## src/rtl/perf_counter_unit_if.sv

```systemverilog
// Bundle of the counter unit's event inputs, control/read request port and read/status outputs.
// master drives events, control and read requests; slave is the counter unit itself.
interface perf_counter_unit_if #(parameter int CNT_W = 32);
  logic             retire_i;
  logic             stall_i;
  logic             ctl_we;
  logic [1:0]       ctl_wdata;
  logic             rd_en;
  logic [1:0]       rd_addr;
  logic [CNT_W-1:0] rd_data;
  logic             rd_valid;
  logic             running;
  logic [2:0]       ovf;

  modport master (
    output retire_i, stall_i, ctl_we, ctl_wdata, rd_en, rd_addr,
    input  rd_data, rd_valid, running, ovf
  );

  modport slave (
    input  retire_i, stall_i, ctl_we, ctl_wdata, rd_en, rd_addr,
    output rd_data, rd_valid, running, ovf
  );
endinterface

```

## src/rtl/perf_counter_unit.sv

```systemverilog
// Cycle/retired/stall counters with start/stop/clear and a snapshot read port; stall counter only with PERF_STALL_CNT_EN.
// Control latency 1 edge, read latency 1 cycle; no backpressure, a read is accepted every cycle.
module perf_counter_unit #(
  parameter int CNT_W = 32
) (
  input logic                clk,
  input logic                rst,
  perf_counter_unit_if.slave bus
);
  typedef enum logic [1:0] {IDLE, RUN, HALT} state_t;

  state_t           state_q, state_d;
  logic [CNT_W-1:0] cyc_q, cyc_d;
  logic [CNT_W-1:0] ret_q, ret_d;
  logic [CNT_W-1:0] ret_shd_q, ret_shd_d;
  logic [2:0]       ovf_q, ovf_d;
  logic [CNT_W-1:0] rd_data_q, rd_data_d;
  logic             rd_valid_q, rd_valid_d;
  logic [CNT_W-1:0] stl_rd;
  logic [CNT_W-1:0] status;
  logic             stl_wrap;
  logic             is_run, clr, snap;

  assign is_run = (state_q == RUN);
  assign clr    = bus.ctl_we & bus.ctl_wdata[1];
  assign snap   = bus.rd_en & (bus.rd_addr == 2'd0);

`ifdef PERF_STALL_CNT_EN
  logic [CNT_W-1:0] stl_q, stl_d, stl_shd_q, stl_shd_d;

  always_comb begin
    stl_d     = stl_q;
    stl_shd_d = stl_shd_q;
    stl_wrap  = 1'b0;
    if (is_run && bus.stall_i) begin
      stl_d    = stl_q + CNT_W'(1);
      stl_wrap = &stl_q;
    end
    if (snap) stl_shd_d = stl_d;
    if (clr) begin
      stl_d     = '0;
      stl_shd_d = '0;
    end
  end

  always_ff @(posedge clk or negedge rst) begin
    if (!rst) begin
      stl_q     <= '0;
      stl_shd_q <= '0;
    end else begin
      stl_q     <= stl_d;
      stl_shd_q <= stl_shd_d;
    end
  end

  assign stl_rd = stl_shd_q;
`else
  logic unused_stall;
  assign unused_stall = bus.stall_i;
  assign stl_wrap     = 1'b0;
  assign stl_rd       = '0;
`endif

  always_comb begin
    state_d    = state_q;
    cyc_d      = cyc_q;
    ret_d      = ret_q;
    ret_shd_d  = ret_shd_q;
    ovf_d      = ovf_q;
    rd_data_d  = rd_data_q;
    rd_valid_d = bus.rd_en;
    status     = '0;
    status[3:0] = {ovf_q, is_run};

    // Counting keys off the state before the edge, so a stop write still counts.
    if (is_run) begin
      cyc_d = cyc_q + CNT_W'(1);
      if (&cyc_q) ovf_d[0] = 1'b1;
      if (bus.retire_i) begin
        ret_d = ret_q + CNT_W'(1);
        if (&ret_q) ovf_d[1] = 1'b1;
      end
    end
    if (stl_wrap) ovf_d[2] = 1'b1;

    // Shadow captures the post-increment value of this same edge.
    if (snap) ret_shd_d = ret_d;

    if (clr) begin
      cyc_d     = '0;
      ret_d     = '0;
      ret_shd_d = '0;
      ovf_d     = '0;
    end

    if (bus.ctl_we) begin
      unique case (state_q)
        IDLE:    if (bus.ctl_wdata[0]) state_d = RUN;
        HALT:    if (bus.ctl_wdata[0]) state_d = RUN;
        RUN:     if (!bus.ctl_wdata[0]) state_d = HALT;
        default: state_d = IDLE;
      endcase
    end

    // Read mux uses pre-edge values so a concurrent control write is not visible.
    if (bus.rd_en) begin
      unique case (bus.rd_addr)
        2'd0:    rd_data_d = cyc_q;
        2'd1:    rd_data_d = ret_shd_q;
        2'd2:    rd_data_d = stl_rd;
        default: rd_data_d = status;
      endcase
    end
  end

  always_ff @(posedge clk or negedge rst) begin
    if (!rst) begin
      state_q    <= IDLE;
      cyc_q      <= '0;
      ret_q      <= '0;
      ret_shd_q  <= '0;
      ovf_q      <= '0;
      rd_data_q  <= '0;
      rd_valid_q <= 1'b0;
    end else begin
      state_q    <= state_d;
      cyc_q      <= cyc_d;
      ret_q      <= ret_d;
      ret_shd_q  <= ret_shd_d;
      ovf_q      <= ovf_d;
      rd_data_q  <= rd_data_d;
      rd_valid_q <= rd_valid_d;
    end
  end

  assign bus.rd_data  = rd_data_q;
  assign bus.rd_valid = rd_valid_q;
  assign bus.running  = is_run;
  assign bus.ovf      = ovf_q;
endmodule

```

## src/flat_wrapper.sv

```systemverilog
// flat-port wrapper written by rule: the top's interface ports become plain ports
module perf_counter_unit_flat 
#(
  parameter int CNT_W = 32
)
  (clk, rst, bus_retire_i, bus_stall_i, bus_ctl_we, bus_ctl_wdata, bus_rd_en, bus_rd_addr, bus_rd_data, bus_rd_valid, bus_running, bus_ovf);
  perf_counter_unit_if #(.CNT_W(CNT_W)) bus_i ();
  input logic clk;
  input logic rst;
  input wire logic [$bits(bus_i.retire_i)-1:0] bus_retire_i;
  input wire logic [$bits(bus_i.stall_i)-1:0] bus_stall_i;
  input wire logic [$bits(bus_i.ctl_we)-1:0] bus_ctl_we;
  input wire logic [$bits(bus_i.ctl_wdata)-1:0] bus_ctl_wdata;
  input wire logic [$bits(bus_i.rd_en)-1:0] bus_rd_en;
  input wire logic [$bits(bus_i.rd_addr)-1:0] bus_rd_addr;
  output wire logic [$bits(bus_i.rd_data)-1:0] bus_rd_data;
  output wire logic [$bits(bus_i.rd_valid)-1:0] bus_rd_valid;
  output wire logic [$bits(bus_i.running)-1:0] bus_running;
  output wire logic [$bits(bus_i.ovf)-1:0] bus_ovf;
  assign bus_i.retire_i = bus_retire_i;
  assign bus_i.stall_i = bus_stall_i;
  assign bus_i.ctl_we = bus_ctl_we;
  assign bus_i.ctl_wdata = bus_ctl_wdata;
  assign bus_i.rd_en = bus_rd_en;
  assign bus_i.rd_addr = bus_rd_addr;
  assign bus_rd_data = bus_i.rd_data;
  assign bus_rd_valid = bus_i.rd_valid;
  assign bus_running = bus_i.running;
  assign bus_ovf = bus_i.ovf;
  perf_counter_unit #(.CNT_W(CNT_W)) u_core (.clk(clk), .rst(rst), .bus(bus_i));
endmodule
```

## config.mk

```make
export PLATFORM = sky130hd
export DESIGN_NAME = perf_counter_unit_flat
export DESIGN_NICKNAME = d
export VERILOG_FILES = /design/src/rtl/perf_counter_unit_if.sv /design/src/rtl/perf_counter_unit.sv /design/src/flat_wrapper.sv
export SDC_FILE = /design/constraint.sdc
export NUM_CORES = 1
export LEC_CHECK = 0
export CORE_UTILIZATION = 58
export DETAILED_ROUTE_END_ITERATION = 6
export PLACE_DENSITY = 0.91
export SYNTH_ARGS = -nofsm -noshare
export SYNTH_HDL_FRONTEND = slang
export SYNTH_SLANG_ARGS = --single-unit
```

## constraint.sdc

```tcl
create_clock -name clk -period 2 [get_ports clk]
set_input_delay 0.2 -clock clk [delete_from_list [all_inputs] [get_ports clk]]
set_output_delay 0.2 -clock clk [all_outputs]
set_load 0.01 [all_outputs]
```

Yosys cells after proc, flatten, opt, wreduce, memory -nomap -nowiden

Index checks and enable logic that the tools add are counted.

Flip-flop bits (word level): 133
Bits of input ports: 10
Output and inout port bits: 37
Word-level logic and storage cells: 47

Add/subtract/negate cells: 2
Equality and inequality tests: 6
Mux-type cells: 16
Bitwise operators: 2
Reductions and logical operators: 13

Operator list:

| cell                                          | count |
|---|---|
| 2-to-1 mux 32 bit                             | 7 |
| one-hot mux 32 bit (3 select lines)           | 1 |
| adder 32 x 1 -> 32 bit, second input constant | 2 |
| AND reduction 32 bit                          | 2 |
| nonzero test 2 bit                            | 5 |
| 2-to-1 mux 2 bit                              | 4 |
| AND reduction 3 bit                           | 2 |
| == test 2 x 1 -> 1 bit, second input constant | 2 |
| == test 2 bit, second input constant          | 2 |
| zero test 2 bit                               | 2 |
| one-hot mux 2 bit (2 select lines)            | 1 |
| 2-to-1 mux 1 bit                              | 3 |
| bitwise AND 1 bit                             | 2 |
| != test 2 x 1 -> 1 bit, second input constant | 1 |
| != test 2 bit, second input constant          | 1 |
| AND reduction 2 bit                           | 1 |
| OR reduction 2 bit                            | 1 |

Logic depth before layout (Yosys ltp)

Gate-level depths: netlist of run 1.

Depth after elaboration: 5
Depth in mapped cells: 7
Mapped depth without buffers: 6

Worst setup path before layout of run 1

No wires, ideal clock.

Path kind: register to register
Start: register u_core.cyc_q[7]
End: register u_core.cyc_q[28]
Setup time: 0.078 ns
Arrival: 1.723 ns
Data required time: 1.922 ns
Slack: 0.199 ns
Stages on the path, launching flop included: 8
Buffers on the path: 2
Period minus slack after synthesis: 1.801 ns
Path through: dfrtp_1 -> and3_1 -> buf_6 -> and4_4 -> nand2_2 -> buf_6 -> or4_1 -> a21oi_1

Longest elaborated chain between the ends: 3

Ends and longest elaborated chain:

| element                  | RTL line                 | text |
|---|---|---|
| start: declaration       | perf_counter_unit.sv:13  | `logic [CNT_W-1:0] cyc_q, cyc_d;` |
| start signal: assignment | perf_counter_unit.sv:127 | `cyc_q <= cyc_d;` |
| adder 32 x 1 -> 32 bit   | perf_counter_unit.sv:77  | `cyc_d = cyc_q + CNT_W'(1);` |
| 2-to-1 mux 32 bit        | perf_counter_unit.sv:76  | `if (is_run) begin` |
| 2-to-1 mux 32 bit        | perf_counter_unit.sv:89  | `if (clr) begin` |

No other way between the ends. The select of a mux whose other input is x is not followed.
A chain may end at the register's enable or synchronous reset.

Worst setup path after layout of run 1

Start: register u_core.state_q[0]
End: output port bus_running

Longest elaborated chain between the ends: 1

Ends and longest elaborated chain:

| element                  | RTL line                 | text |
|---|---|---|
| start: declaration       | perf_counter_unit.sv:12  | `state_t state_q, state_d;` |
| start signal: assignment | perf_counter_unit.sv:126 | `state_q <= state_d;` |
| == test 2 x 1 -> 1 bit   | perf_counter_unit.sv:24  | `assign is_run = (state_q == RUN);` |
| end: declaration         | flat_wrapper.sv:18       | `output wire logic [$bits(bus_i.running)-1:0] bus_running;` |

No other way between the ends.

==> reports/metrics.yaml, run 1 <==
yosys:
  synth_edf_count: 0
  syn_area_um2: 6140
  postSynthCellCount: 611
  synth.distinct_cells: 45
  synth_area_per_cell_um2: 10.1
  ys.flop_type: "dfrtp_1"
  ys_async_sr_fraction: 1.00
  seq_area_frac_synth: 0.542
  ys_ff_latch: 133
  synth_warnings: 0
  syn_nets: 623
cells_and_area:
  fin_nets: 681
  drive_gt1_frac: 0.109
  final_cell_area_um2: 7470
  area_growth_pct: 21.5
  layout_commonest_cell: "dfrtp_1"
  layout_common_cells: "131 x dfrtp_1, 70 x nor2_1, 42 x clkdlybuf4s50_1"
  n_antenna_cell: 0
grt:
  grt_pass1_wl_mm: 26.6
  grt_max_degree: 56
  grt_use_total: 0.310
  grt_antenna_before_repair: 0
  grt_pass1_vias: 5130
  grt_remaining_overflow: 0
cts:
  cts.path.max_buffers: 2
  root_buffer: "clkbuf_8"
  cts_tree: "yes"
  cts_max_level: 4
  clock_latency_ns: 0.53
  path_clk_slew_ns: 0.06
  cts.sinks: 133
  cts_buffers: 17
setup_path:
  crit_path_cell_trace: "inv_1 -> nor2_1 -> clkdlybuf4s50_1"
  worst-path-max-fanout: 7
  crit_family: "buffers and inverters"
  start_kind: "register"
  critPathKind: "reg2out"
  cp_slowest_stage_delay_ns: 0.56
  worst_ep_required_time_ns: 1.80
  arrival_ns: 1.75
  crit_buf_inv: 2
  crit_path_end_kind: "output port"
  cp_slowest_cell: "clkdlybuf4s50_1"
sta:
  fin_ws_ns: 0.0464
  finalHoldViolCount: 0
  hold_ws_ns: 0.226
  max_freq_ghz: 0.512
  worst_pin_slew_ns: 0.640
  setup_violations: 0
  finalCritPeriodShare: 0.977
  fin_crit_ns: 1.95
  skew_ns: 0.00620
  relSlewSlack: 0.570
  fin_setup_tns_ns: 0
  drv_slew: 0
place:
  placed_area_um2: 6830
  port_buffers: 44
  dpl_worst_slack_ns: -0.0843
  gp_congestion: 0.890
  hpwl_mm: 9.90
route:
  wl_mm: 16.7
  vias: 5356
  wire_per_inst_um: 20.5
  via_per_inst: 6.58
  dr.pass1.iters: 5
  drtIter0Drc: 767
  drc: 0
  ant_nets: 0
run:
  drv_cap: 0
hold_path:
  worstHoldPathType: "in2async"
floorplanning:
  dieWidth_um: 105
  die_y_um: 105
  ios: 47
  core_area_um2: 10300
  start_util: 0.598
  dieArea_um2: 11000
  rows: 37
outcome:
  status: "complete, no violations"
power_and_ir_drop:
  leakagePower_uw: 0.00333
  power.density_nw_per_um2: 869
  max-vdd-ir-drop_uv: 536
  finalPower_uw: 6490
## cells in the mapped netlist, drive strengths merged (5+ instances only)
cell	n	share of area
clkbuf	28	0.017
mux2i	34	0.055
a21oi	34	0.028
xor2	41	0.058
nor4	6	0.0096
and2	5	0.0051
nor3	5	0.0041
and3	14	0.015
nand4	26	0.026
o21ai	29	0.024
nand2	26	0.016
o31ai	8	0.0098
or4	6	0.0073
dfrtp	133	0.54
xnor2	12	0.017
nor2	73	0.045
nand3	31	0.025
buf	8	0.0081
o22ai	29	0.030
inv	34	0.021
## worst paths after layout
kind | startpoint | to | slack [ns] | depth (start not counted)
worst max-delay path | u_core.state_q[0] | bus_running | 0.05 | 3
worst max register to register | u_core.state_q[1] | u_core.cyc_q[31] | 0.05 | 6
min in group clk | bus_rd_addr[0] | u_core.ret_shd_q[4] | 0.27 | 4
worst min register to register | u_core.ret_shd_q[0] | u_core.ret_shd_q[0] | 0.53 | 2
max in group asynchronous | rst | u_core.state_q[0] | 1.11 | 3
worst min-delay path | rst | u_core.cyc_q[14] | 0.23 | 2
## state kept, by name, indices dropped and copies added (netlist names)
register / flops
u_core.bus.ovf: 2
u_core.state_q: 2
u_core.bus.rd_valid: 1
u_core.cyc_q: 32
u_core.ret_shd_q: 32
u_core.bus.rd_data: 32
u_core.ret_q: 32
## repair_timing
action,in CTS,in global routing
setup buffers,0,4
hold buffers,1,0
setup endpoints to repair,1,24
gates resized for setup,1,10
endpoints found under the hold margin,36,0
cloned,0,1
pin swaps,0,5
## logic make-up after synthesis
family / after synthesis / synth area share
simple gates: 207 / 0.173
fa+ha+maj: 2 / 0.00407
xor+xnor: 53 / 0.0755
buf+inv: 70 / 0.0460
other cells: 1 / 0.000610
flops: 133 / 0.542
compound gates: 111 / 0.104
mux: 34 / 0.0554
## stage by stage
step,util,std cells
after floorplan,-,611
after global placement,0.665,780
after detailed placement,0.665,780
after CTS,0.720,809
after global routing,0.726,814
final,0.726,814
## final cells by class
cell class,count,area (um2)
sequential,133,3330
clock inverter,5,75.1
clock buffer,23,477
inverter,34,128
tap,136,170
multi-input combinational,408,2560
timing repair buffer,75,723
fill,587,2810
## power by group
group	switching, uW	leakage [uW]	internal, uW	total (uW)
clock	1080	0.000275	1870	2950
combinational	339	0.00124	248	588
sequential	127	0.00181	2820	2950
## metal layers
metal,vias up,wire length [um],GRT usage
met4,0,603,0.0996
met1,2616,6360,0.413
met2,402,8050,0.500
met3,84,1690,0.0792
li1,2254,-,-
met5,-,0,0
Note: power is estimated with default switching activity, not from simulation.
==> run 2: changes to the inputs <==
Settings changed: ABC_CLOCK_PERIOD_IN_PS from default to 2000, PLACE_DENSITY 0.91 to 0.79.
==> run 2 against run 1 <==
Effect of this change:
- clock power is 4% higher
- fmax grew 0.98%
- non-clock buffer count unchanged
- critical path depth up 2
- hold slack got worse by 0.038 ns
- cell area hardly changed
- sequential cell count is the same
- clock-buffer cell count is 3 higher
- final cell count is 0.25% higher
- global-route usage down 2.0 points
==> reports/metrics.yaml, run 2 (synthesis results as in run 1) <==
cells_and_area:
  fin_nets: 681
  area_growth_pct: 21.6
  n_antenna_cell: 0
  layout_commonest_cell: "dfrtp_1"
  layout.cells.non_filler: 816
  layout_common_cells: "132 x dfrtp_1, 73 x nor2_1, 42 x clkdlybuf4s50_1"
  drive_gt1_frac: 0.0985
setup_path:
  r2r-start: "u_core.cyc_q[0]"
  reg2regPathDepth: 5
  crit_buf_inv: 0
  r2r_end: "u_core.cyc_q[28]"
  cp_slowest_stage_delay_ns: 0.44
  ff2ff_setup_slack_ns: 0.07
  path_depth: 5
  worst-path-max-fanout: 4
  critPathKind: "reg2reg"
  cp_slowest_cell: "or4_1"
  start_kind: "register"
  crit_family: "simple AND/OR/NAND/NOR gates"
  arrival_ns: 2.38
  worst_ep_required_time_ns: 2.45
  crit_path_cell_trace: "ha_1 -> nand4b_1 -> or2_2 -> or4_1 -> a21oi_1"
  crit_path_end_kind: "register"
power_and_ir_drop:
  max-vdd-ir-drop_uv: 397
  p_switching_uw: 1530
  combPwrFrac: 0.084
  internal_power_uw: 5050
  power.density_nw_per_um2: 880
  seq_power_share: 0.449
  leakagePower_uw: 0.00333
  p_clk_frac: 0.467
  p_sw_frac: 0.232
place:
  hpwl_mm: 9.55
  dp_cells: 783
  port_buffers: 44
  gp_congestion: 0.786
route:
  vias: 4941
  via_per_inst: 6.06
  drtIter0Drc: 323
  wl_met2_mm: 7.24
  wl_mm: 15.0
  wl_met3_um: 938
  dr.pass1.iters: 5
  met1Wirelength_mm: 6.61
  wire_per_inst_um: 18.3
  drc: 0
  ant_nets: 0
  dr.max_layer_used: "met4"
run:
  drv_cap: 0
sta:
  drv_slew: 0
  finalHoldViolCount: 0
  max_freq_ghz: 0.517
  setup_violations: 0
  skew_ns: 0.00660
  finalCritPeriodShare: 0.967
  fin_crit_ns: 1.93
  relSlewSlack: 0.647
  worst_pin_slew_ns: 0.529
  hold_ws_ns: 0.187
cts:
  root_buffer: "clkbuf_8"
  cts.sinks: 133
  cts_tree: "yes"
  cts_buffers: 17
  path_clk_slew_ns: 0.06
  clock_latency_ns: 0.53
  cts_max_level: 4
  cts.path.max_buffers: 2
floorplanning:
  rows: 37
  dieArea_um2: 11000
  dieWidth_um: 105
  core_area_um2: 10300
  ios: 47
  die_y_um: 105
  start_util: 0.598
grt:
  grt_pass1_vias: 4891
  grt_remaining_overflow: 0
  grt_use_total: 0.290
  grt_pass1_wl_mm: 24.9
  grt_antenna_before_repair: 0
  grt_max_degree: 56
hold_path:
  holdPathStages: 3
  worstHoldPathType: "in2reg"
  hp-start: "bus_rd_addr[0]"
  hold_end: "u_core.bus.rd_data[7]"
outcome:
  status: "complete, no violations"
[run 2: cell count changes in the layout (fill, tap and decap cells not counted), sizes merged]
| cell | before | now |
|---|---|---|
| clkbuf | 23 | 26 |
| clkinv | 3 | 1 |
| bufinv | 2 | 3 |
[run 2: how the worst max path moves through the flow]
stage,slack [ns],start,to
after floorplan,0.20,u_core.cyc_q[7],u_core.cyc_q[28]
after global placement,0.007,bus_retire_i,u_core.ret_shd_q[22]
after detailed placement,-0.04,bus_retire_i,u_core.ret_shd_q[22]
after CTS,0.02,u_core.state_q[0],bus_running
after global routing,-0.01,u_core.ret_q[0],u_core.ret_shd_q[22]
final,0.07,u_core.cyc_q[0],u_core.cyc_q[28]
[run 2: worst min-delay path, delay by kind of cell]
kind            cells  cell delay [ns]
mux                 1             0.18
compound gates      1             0.08
buf+inv             1             0.21
[run 2: layer usage]
metal | global-route usage | vias up
li1 | - | 2253
met1 | 0.399 | 2489
met2 | 0.461 | 174
met3 | 0.0667 | 25
met4 | 0.0915 | 0
met5 | 0 | -
[run 2: cell type report]
class	instances	area (um2)
Clock buffer	26	478
Inverter	34	128
Tap cell	136	170
Multi-Input combinational cell	408	2550
Fill cell	706	2810
Clock inverter	4	95.1
Sequential cell	133	3330
Timing Repair Buffer	75	722
[run 2: timing repair]
action,in CTS,in global routing
endpoints found under the setup margin,0,12
gates resized for setup,0,4
hold buffers,1,0
endpoints found under the hold margin,37,0
setup buffers,0,2
[run 2: stage by stage]
step	setup WS, ns	instance area, um2	TNS, ns	power [uW]	utilization
floorplan	0.199	6140	0	3240	-
global placement	0.00695	6850	0	3500	0.667
detailed placement	-0.0422	6850	-0.0944	3530	0.667
CTS	0.0177	7440	0	6580	0.724
global route	-0.0137	7470	-0.0137	6770	0.727
finish	0.0654	7470	0	6580	0.727
[run 2: power by group through the flow]
stage / Sequential [uW] / Clock, uW / Combinational (uW)
2_1_floorplan: 2960 / 0 / 286
3_3_place_gp: 2980 / 0 / 518
3_5_place_dp: 2990 / 0 / 539
4_1_cts: 2940 / 3080 / 555
5_1_grt: 2960 / 3200 / 606
6_report: 2950 / 3070 / 552
